## config.mk

```make
export PLATFORM = sky130hd
export DESIGN_NAME = pixel_fifo_ctrl
export DESIGN_NICKNAME = d
export VERILOG_FILES = /design/src/rtl/nes_video_pkg.sv /design/src/rtl/raster_counter.sv /design/src/rtl/pixel_fifo_ctrl.sv
export SDC_FILE = /design/constraint.sdc
export NUM_CORES = 1
export LEC_CHECK = 0
export ABC_AREA = 1
export BUFFER_PORTS_ARGS = -buffer_cell sky130_fd_sc_hd__buf_2
export CORE_ASPECT_RATIO = 1.75
export CORE_MARGIN = 2
export CORE_UTILIZATION = 45
export CTS_CLUSTER_DIAMETER = 30
export DETAILED_ROUTE_END_ITERATION = 8
export GPL_TIMING_DRIVEN = 0
export PLACE_DENSITY = 0.8
export SYNTH_ARGS = -nofsm -noshare
export SYNTH_HDL_FRONTEND = slang
export SYNTH_HIERARCHICAL = 1
export SYNTH_SLANG_ARGS = --single-unit
```

## constraint.sdc

```tcl
create_clock -name clk -period 3.3 [get_ports clk]
set_input_delay 0.66 -clock clk [delete_from_list [all_inputs] [get_ports clk]]
set_output_delay 0.66 -clock clk [all_outputs]
set_load 0.1 [all_outputs]
```

## src/rtl/nes_video_pkg.sv

```systemverilog
// Shared types and default raster geometry for the NES video path.
// Pixels are 6-bit palette indices; the visible raster is 256x240.
package nes_video_pkg;

  localparam int NES_LINE_PIXELS = 256;
  localparam int NES_FRAME_LINES = 240;

  typedef logic [5:0] pix_t;

  typedef enum logic [1:0] {
    IDLE      = 2'd0,
    ACTIVE    = 2'd1,
    LINE_WAIT = 2'd2
  } wctl_state_t;

endpackage

```

## src/rtl/raster_counter.sv

```systemverilog
// Column/line counter for one frame. Column wraps at the line end and the
// line advances; the line wraps after the last line. clr and reset zero both.
module raster_counter
  import nes_video_pkg::*;
#(
  parameter int LINE_PIXELS = NES_LINE_PIXELS,
  parameter int FRAME_LINES = NES_FRAME_LINES
) (
  input  logic       clk,
  input  logic       reset_n,
  input  logic       inc,
  input  logic       clr,
  output logic [7:0] x,
  output logic [7:0] y,
  output logic       last_pix,
  output logic       last_line
);

  logic [7:0] r_x;
  logic [7:0] r_y;

  assign last_pix  = (r_x == 8'(LINE_PIXELS - 1));
  assign last_line = (r_y == 8'(FRAME_LINES - 1));
  assign x         = r_x;
  assign y         = r_y;

  always_ff @(posedge clk) begin
    if (!reset_n || clr) begin
      r_x <= 8'd0;
      r_y <= 8'd0;
    end else if (inc) begin
      if (last_pix) begin
        r_x <= 8'd0;
        r_y <= last_line ? 8'd0 : r_y + 8'd1;
      end else begin
        r_x <= r_x + 8'd1;
      end
    end
  end

endmodule

```

## src/rtl/pixel_fifo_ctrl.sv

```systemverilog
// Gates PPU pixel strobes into the pixel FIFO write port, sequencing lines and
// frames; the PPU cannot stall, so pixels seen while the FIFO is full are dropped.
module pixel_fifo_ctrl
  import nes_video_pkg::*;
#(
  parameter int DATA_W      = 6,
  parameter int LINE_PIXELS = NES_LINE_PIXELS,
  parameter int FRAME_LINES = NES_FRAME_LINES
) (
  input  logic              clk,
  input  logic              reset_n,
  input  logic              frame_start,
  input  logic              line_go,
  input  logic              pix_valid,
  input  logic [DATA_W-1:0] pix_data,
  input  logic              fifo_full,
  output logic              fifo_we,
  output logic [DATA_W-1:0] fifo_data_in,
  output logic [7:0]        x,
  output logic [7:0]        y,
  output logic              busy,
  output logic              line_done,
  output logic              frame_done,
  output logic [7:0]        drop_cnt,
  output logic              seq_err
);

  wctl_state_t r_state;
  logic [7:0]  r_drop_cnt;
  logic        r_seq_err;
  logic        r_line_done;
  logic        r_frame_done;

  logic w_take;
  logic w_last_pix;
  logic w_last_line;

  // A strobe consumes a pixel slot only when active and not overridden by a resync.
  assign w_take       = (r_state == ACTIVE) && pix_valid && !frame_start;
  assign fifo_we      = w_take && !fifo_full;
  assign fifo_data_in = pix_data;
  assign busy         = (r_state != IDLE);
  assign drop_cnt     = r_drop_cnt;
  assign seq_err      = r_seq_err;
  assign line_done    = r_line_done;
  assign frame_done   = r_frame_done;

  raster_counter #(
    .LINE_PIXELS(LINE_PIXELS),
    .FRAME_LINES(FRAME_LINES)
  ) u_raster (
    .clk      (clk),
    .reset_n  (reset_n),
    .inc      (w_take),
    .clr      (frame_start),
    .x        (x),
    .y        (y),
    .last_pix (w_last_pix),
    .last_line(w_last_line)
  );

  always_ff @(posedge clk) begin
    if (!reset_n) begin
      r_state      <= IDLE;
      r_drop_cnt   <= 8'd0;
      r_seq_err    <= 1'b0;
      r_line_done  <= 1'b0;
      r_frame_done <= 1'b0;
    end else begin
      r_line_done  <= 1'b0;
      r_frame_done <= 1'b0;
      if (frame_start) begin
        r_state    <= ACTIVE;
        r_drop_cnt <= 8'd0;
        if (r_state != IDLE) r_seq_err <= 1'b1;
      end else begin
        case (r_state)
          IDLE: begin
            if (pix_valid) r_seq_err <= 1'b1;
          end
          ACTIVE: begin
            if (pix_valid) begin
              if (fifo_full && r_drop_cnt != 8'hFF) r_drop_cnt <= r_drop_cnt + 8'd1;
              if (w_last_pix) begin
                r_line_done <= 1'b1;
                if (w_last_line) begin
                  r_frame_done <= 1'b1;
                  r_state      <= IDLE;
                end else begin
                  r_state <= LINE_WAIT;
                end
              end
            end
          end
          LINE_WAIT: begin
            if (pix_valid) r_seq_err <= 1'b1;
            if (line_go) r_state <= ACTIVE;
          end
          default: r_state <= IDLE;
        endcase
      end
    end
  end

endmodule

```

======== After elaboration in Yosys (flattened, before gate mapping) ========
Index checks and enable logic that the tools add are counted.
word-level totals
  register bits ........................... 29
  input bits .............................. 12
  output and inout bits ................... 35
  word-level logic and storage cells ...... 64
operators by class
  add/sub/neg operators ................... 3
  eq/ne operators ......................... 13
  mux-type cells .......................... 14
  bitwise logic cells ..................... 5
  reduce and logical (&&, ||, !) cells .... 21
operator list
  operator                                                                  number
  8-bit by 1-bit adder with 8-bit output (second input constant)            3
  8-bit equality test (second input constant)                               2
  8-bit two-way mux                                                         2
  2-bit two-way mux                                                         4
  8-bit inequality test (second input constant)                             1
  4-bit AND reduction                                                       2
  1-bit two-way mux                                                         7
  2-bit inequality test (second input constant)                             3
  3-bit inequality test (second input constant)                             2
  2-bit one-hot mux with 3 select lines                                     1
  3-bit AND reduction                                                       2
  2-bit nonzero test                                                        3
  1-bit NOT                                                                 5
  5-bit OR reduction                                                        1
  1-bit logical AND                                                         4
  2-bit by 1-bit inequality test with 1-bit output (second input constant)  2
  2-bit OR reduction                                                        2
  4-bit OR reduction                                                        1
  1-bit zero test                                                           3
  3-bit by 2-bit inequality test with 1-bit output (second input constant)  1
  2-bit by 1-bit equality test with 1-bit output (second input constant)    1
  2-bit equality test (second input constant)                               1
  2-bit zero test                                                           1
  2-bit AND reduction                                                       1
  1-bit logical OR                                                          1

======== Logic depth before layout (Yosys ltp) ========
  depth in word-level cells ............... 6
  gate-level depth with buffers ........... 11

======== Hierarchy ========
The synthesis kept the hierarchy.
modules (own cells, without submodules)
  module           instances  cells an instance  area each (um^2)  seq. area each (um^2)
  raster_counter   1          124                830.8             320.3
  pixel_fifo_ctrl  1          107                728.2             260.2

======== Worst setup path after synthesis ========
Ideal clock, no wire load.
  kind .................................... input port to output port
  start point ............................. input pix_valid
  end point ............................... output fifo_we
  data arrival time ....................... 2,807 ps
  required time ........................... 2,640 ps
  slack ................................... -167 ps
  cell stages on the path ................. 2
  path buffers ............................ 0
  cell sequence ........................... nand3_4 nor3_1
on the way
  word-level cells in the longest chain between the ends .. 3
RTL lines
  what                            RTL line               text
  start, declared                 pixel_fifo_ctrl.sv:14  input logic pix_valid,
  1-bit logical AND (2 in a row)  pixel_fifo_ctrl.sv:39  assign w_take = (r_state == ACTIVE) && pix_valid && !frame_start;
  1-bit logical AND               pixel_fifo_ctrl.sv:40  assign fifo_we = w_take && !fifo_full;
  end, declared                   pixel_fifo_ctrl.sv:17  output logic fifo_we,
No other way between the ends.

======== Final worst setup path ========
Ends and elaborated chain as after synthesis.

==> run summary <==
The die covers 3970 sq um. The mapped netlist covers 1559 sq um. For the worst setup skew after layout, the log shows 1.620 ps. The number of buffers and inverters on the critical path is 2. The overall fraction of global-route tracks in use came out at 0.1820.

The wire length per cell after detailed routing was 10.45 um; the via count was 1531. Summed over all instances, the cell type with the most area after synthesis is sky130_fd_sc_hd__dfxtp_1. The number of antenna diodes in the final layout is 0.

Initial antenna violation count: 0. The smallest clock period supported by the final layout is computed as 2130 ps. In this run the worst hold path is classified as flip-flop to flip-flop.

The count of endpoints failing hold in the final timing report is 0. The via count of the first global-routing pass came out at 1380. By startpoint and endpoint, the worst setup path is classified as primary input to output pin.

The logs give 2 for the number of levels the H-tree was split into and 1470 ps for the arrival time at the worst endpoint. Entering global routing, the biggest net connects 11 pins. Summing all flip-flop and latch instances after layout gives 580.6 sq um. Static leakage: 0.9013 nW. The ratio of final minimum period to clock period is 0.6456, and the number of core rows is 28. The placed instances occupy a cell area of 1821 sq um. For the residual DRC count, the log shows 0.

Routability-driven placement finished with a final weighted congestion of 0.8426. The tool flagged a number of max-cap violations equal to 0. The run gives 0 as the number of setup violations in the final report.

TritonCTS built the clock tree. The flow ran to the end, and the final reports show no timing, DRC or antenna violations. The initial standard-cell utilization of the core came out at 0.4635. The family of cells with the greatest summed delay on the critical path is buffers and inverters. STA classifies the critical path startpoint as a primary input. The maximum net fanout on the critical path was 6; the share of post-route cells with drive strength above 1 was 0.2662.

The cell count after synthesis came out at 231. For this run, the slowest stage of the critical path takes 440 ps. The peak supply drop was 280.4 uV; the slew at the pin closest to its max-slew limit was 491.7 ps. The tools report the root buffer cell as sky130_fd_sc_hd__clkbuf_8. For the worst setup path, the data required time is 2640 ps. Area share of the leading cell type in the synthesized netlist: 0.3724.

After layout, the design draws a total of 0.7410 mW. For this block, the initial DRC count from the detailed router was 13. From left edge to right edge, the die measures 48.50 um. Measured along the y axis, the die boundary spans 81.87 um. The minimum setup slack in the final design came out at 1170 ps.

Pin placement for this block handled 47 I/O pins. Number of optimization iterations in the first detailed-route pass: 4. The critical path goes through buf_2 -> nand3_4 -> nor3_2 -> buf_2. The tools report the highest clock frequency the design can meet as 469.4 MHz. In the post-synthesis netlist, the biggest area contributors are sky130_fd_sc_hd__dfxtp_1 37%, sky130_fd_sc_hd__nand2_1 13%, sky130_fd_sc_hd__nor2_1 9.1%. The HPWL after detailed placement is 2.578 mm.

The first global-routing pass estimated 5.540 mm of wire. The cell with the biggest individual delay on the critical path was sky130_fd_sc_hd__buf_2. The final total negative setup slack was 0 ps; the number of CTS-inserted buffers was 5. The final cell area excluding filler cells was 1907 sq um; the clock transition at the registers of the reported paths was 60 ps.

The run gives 0.5670 as the utilization after layout. A synthesized cell averages 6.749 sq um. The deepest clock path buffer count was 2; the total detailed-routing wirelength was 3.374 mm. The relative slew slack is 0.6745. For this run the aggregate overflow at the end of global routing stands at 0. Timing analysis after detailed placement gives a worst setup slack of 1172 ps. The later pin in the worst-skew pair is clocked with a latency of 280 ps.

After clock tree synthesis, the flow added hold-fix buffers numbering 0. The synthesized design contains 29 register bits. The final-report max-slew violation count was 0; the total number of yosys warnings was 6.

In this run, distinct cell masters in the synthesized netlist total 28. The most used cell along the critical path was sky130_fd_sc_hd__buf_2. Fill cells in the final layout number 350. The core region is 3363 sq um. Number of routed nets with antenna violations: 0.

The proportion of synthesized chip area in sequential cells is 0.3724. Compared with the post-synthesis result, the final layout area differs by 22.31%. Post-CTS timing repair inserted 0 buffers for setup.

Setup repair after global routing left no endpoint under its margin. Number of input and output port buffers inserted: 40. The detail-routed via count per cell is 4.740.

Dividing total power by cell area gives a power density of 388.6 nW/um^2. Once the clock tree was built, the resizer swapped 0 gates to a different size. In the final design database the tool counted 293 nets. The clock drives 29 sinks.

STA classifies the critical path endpoint as an output pin. Summing all multi-input logic gate instances after layout gives 808.3 sq um. Counting every net in the synthesized netlist gives 246.
## registers in the layout, summed over array words and instances (netlist names)
signal and flops:
u_raster/y 8, r_state 2, line_done 1, drop_cnt 8
seq_err 1, u_raster/x 8, frame_done 1
## layer usage
layer,vias up,track usage,part of all wire
met5,-,0,0
met4,0,0.1343,0.037
met3,13,0.05273,0.050
met2,37,0.3500,0.53
met1,679,0.1594,0.39
li1,802,-,-
## report_power, final
part	internal (mW)	switching, mW	leakage [nW]
sequential	0.353	0.00277	0.234
clock	0.165	0.130	0.0443
combinational	0.0186	0.0723	0.623
total	0.536	0.205	0.901
## Yosys cell counts (all sizes together)
cell     n
a21oi   13
a31oi    1
and2     1
and3     1
buf      6
dfxtp   29
ha       3
inv     34
nand2   61
nand3   12
nand3b   2
nand4    1
nor2    46
nor3     8
o21ai    8
o21bai   1
xnor2    1
xor2     3
## stage by stage
step | hold slack (ps) | std cells
after global placement | 451.4 | 316
after floorplan | 482.0 | 231
after global routing | 521.7 | 323
after detailed placement | 461.3 | 316
final | 477.3 | 323
after CTS | 483.2 | 323
## layout make-up
| class | count | area share |
|---|---|---|
| sequential | 29 | 0.3045 |
| clock buffer | 7 | 0.04528 |
| buffer | 6 | 0.02362 |
| multi-input combinational | 162 | 0.4239 |
| inverter | 34 | 0.06824 |
| tap | 45 | 0.02953 |
| timing repair buffer | 40 | 0.1050 |
## cell families after synthesis
group,synth area share
AO/OA/AOI/OAI,0.07625
XOR/XNOR,0.02248
adder cells (fa/ha/maj),0.02408
buffers and inverters,0.1124
flip-flops,0.3724
AND/OR/NAND/NOR,0.3925
## worst paths after layout
path,start,slack (ps),end,cells past startpoint
max,pix_valid,1170,fifo_we,4
min,seq_err,480,seq_err,2
max reg2reg,r_state[0],1560,u_raster/y[6],9
min reg2reg,seq_err,480,seq_err,2
## layout by cell type (no fill, tap or decap), types with 2 or more instances in the layout
cell type	count
sky130_fd_sc_hd__inv_2	3
sky130_fd_sc_hd__nor3_2	2
sky130_fd_sc_hd__nor3_1	6
sky130_fd_sc_hd__nand3_1	11
sky130_fd_sc_hd__dfxtp_1	29
sky130_fd_sc_hd__o21ai_0	6
sky130_fd_sc_hd__nand2_2	4
sky130_fd_sc_hd__nor2_1	38
sky130_fd_sc_hd__a21oi_1	13
sky130_fd_sc_hd__inv_1	30
sky130_fd_sc_hd__xor2_1	3
sky130_fd_sc_hd__buf_2	40
sky130_fd_sc_hd__o21ai_1	2
sky130_fd_sc_hd__nand2_4	2
sky130_fd_sc_hd__nand2_1	55
sky130_fd_sc_hd__nor2_2	6
sky130_fd_sc_hd__buf_4	6
sky130_fd_sc_hd__nor2_4	2
sky130_fd_sc_hd__clkbuf_8	6
sky130_fd_sc_hd__ha_1	3
## worst reg2reg max path, stage by stage (launching register included)
cell and delay, ps:
sky130_fd_sc_hd__dfxtp_1 460, sky130_fd_sc_hd__nand3_4 160, sky130_fd_sc_hd__nor2_1 270, sky130_fd_sc_hd__nand2_2 140, sky130_fd_sc_hd__nor2_4 170, sky130_fd_sc_hd__nand2_4 120
sky130_fd_sc_hd__nor2_1 120, sky130_fd_sc_hd__nor2_1 80, sky130_fd_sc_hd__nand2_1 90, sky130_fd_sc_hd__nor2_1 40
Power figures use the tool's default switching activity.
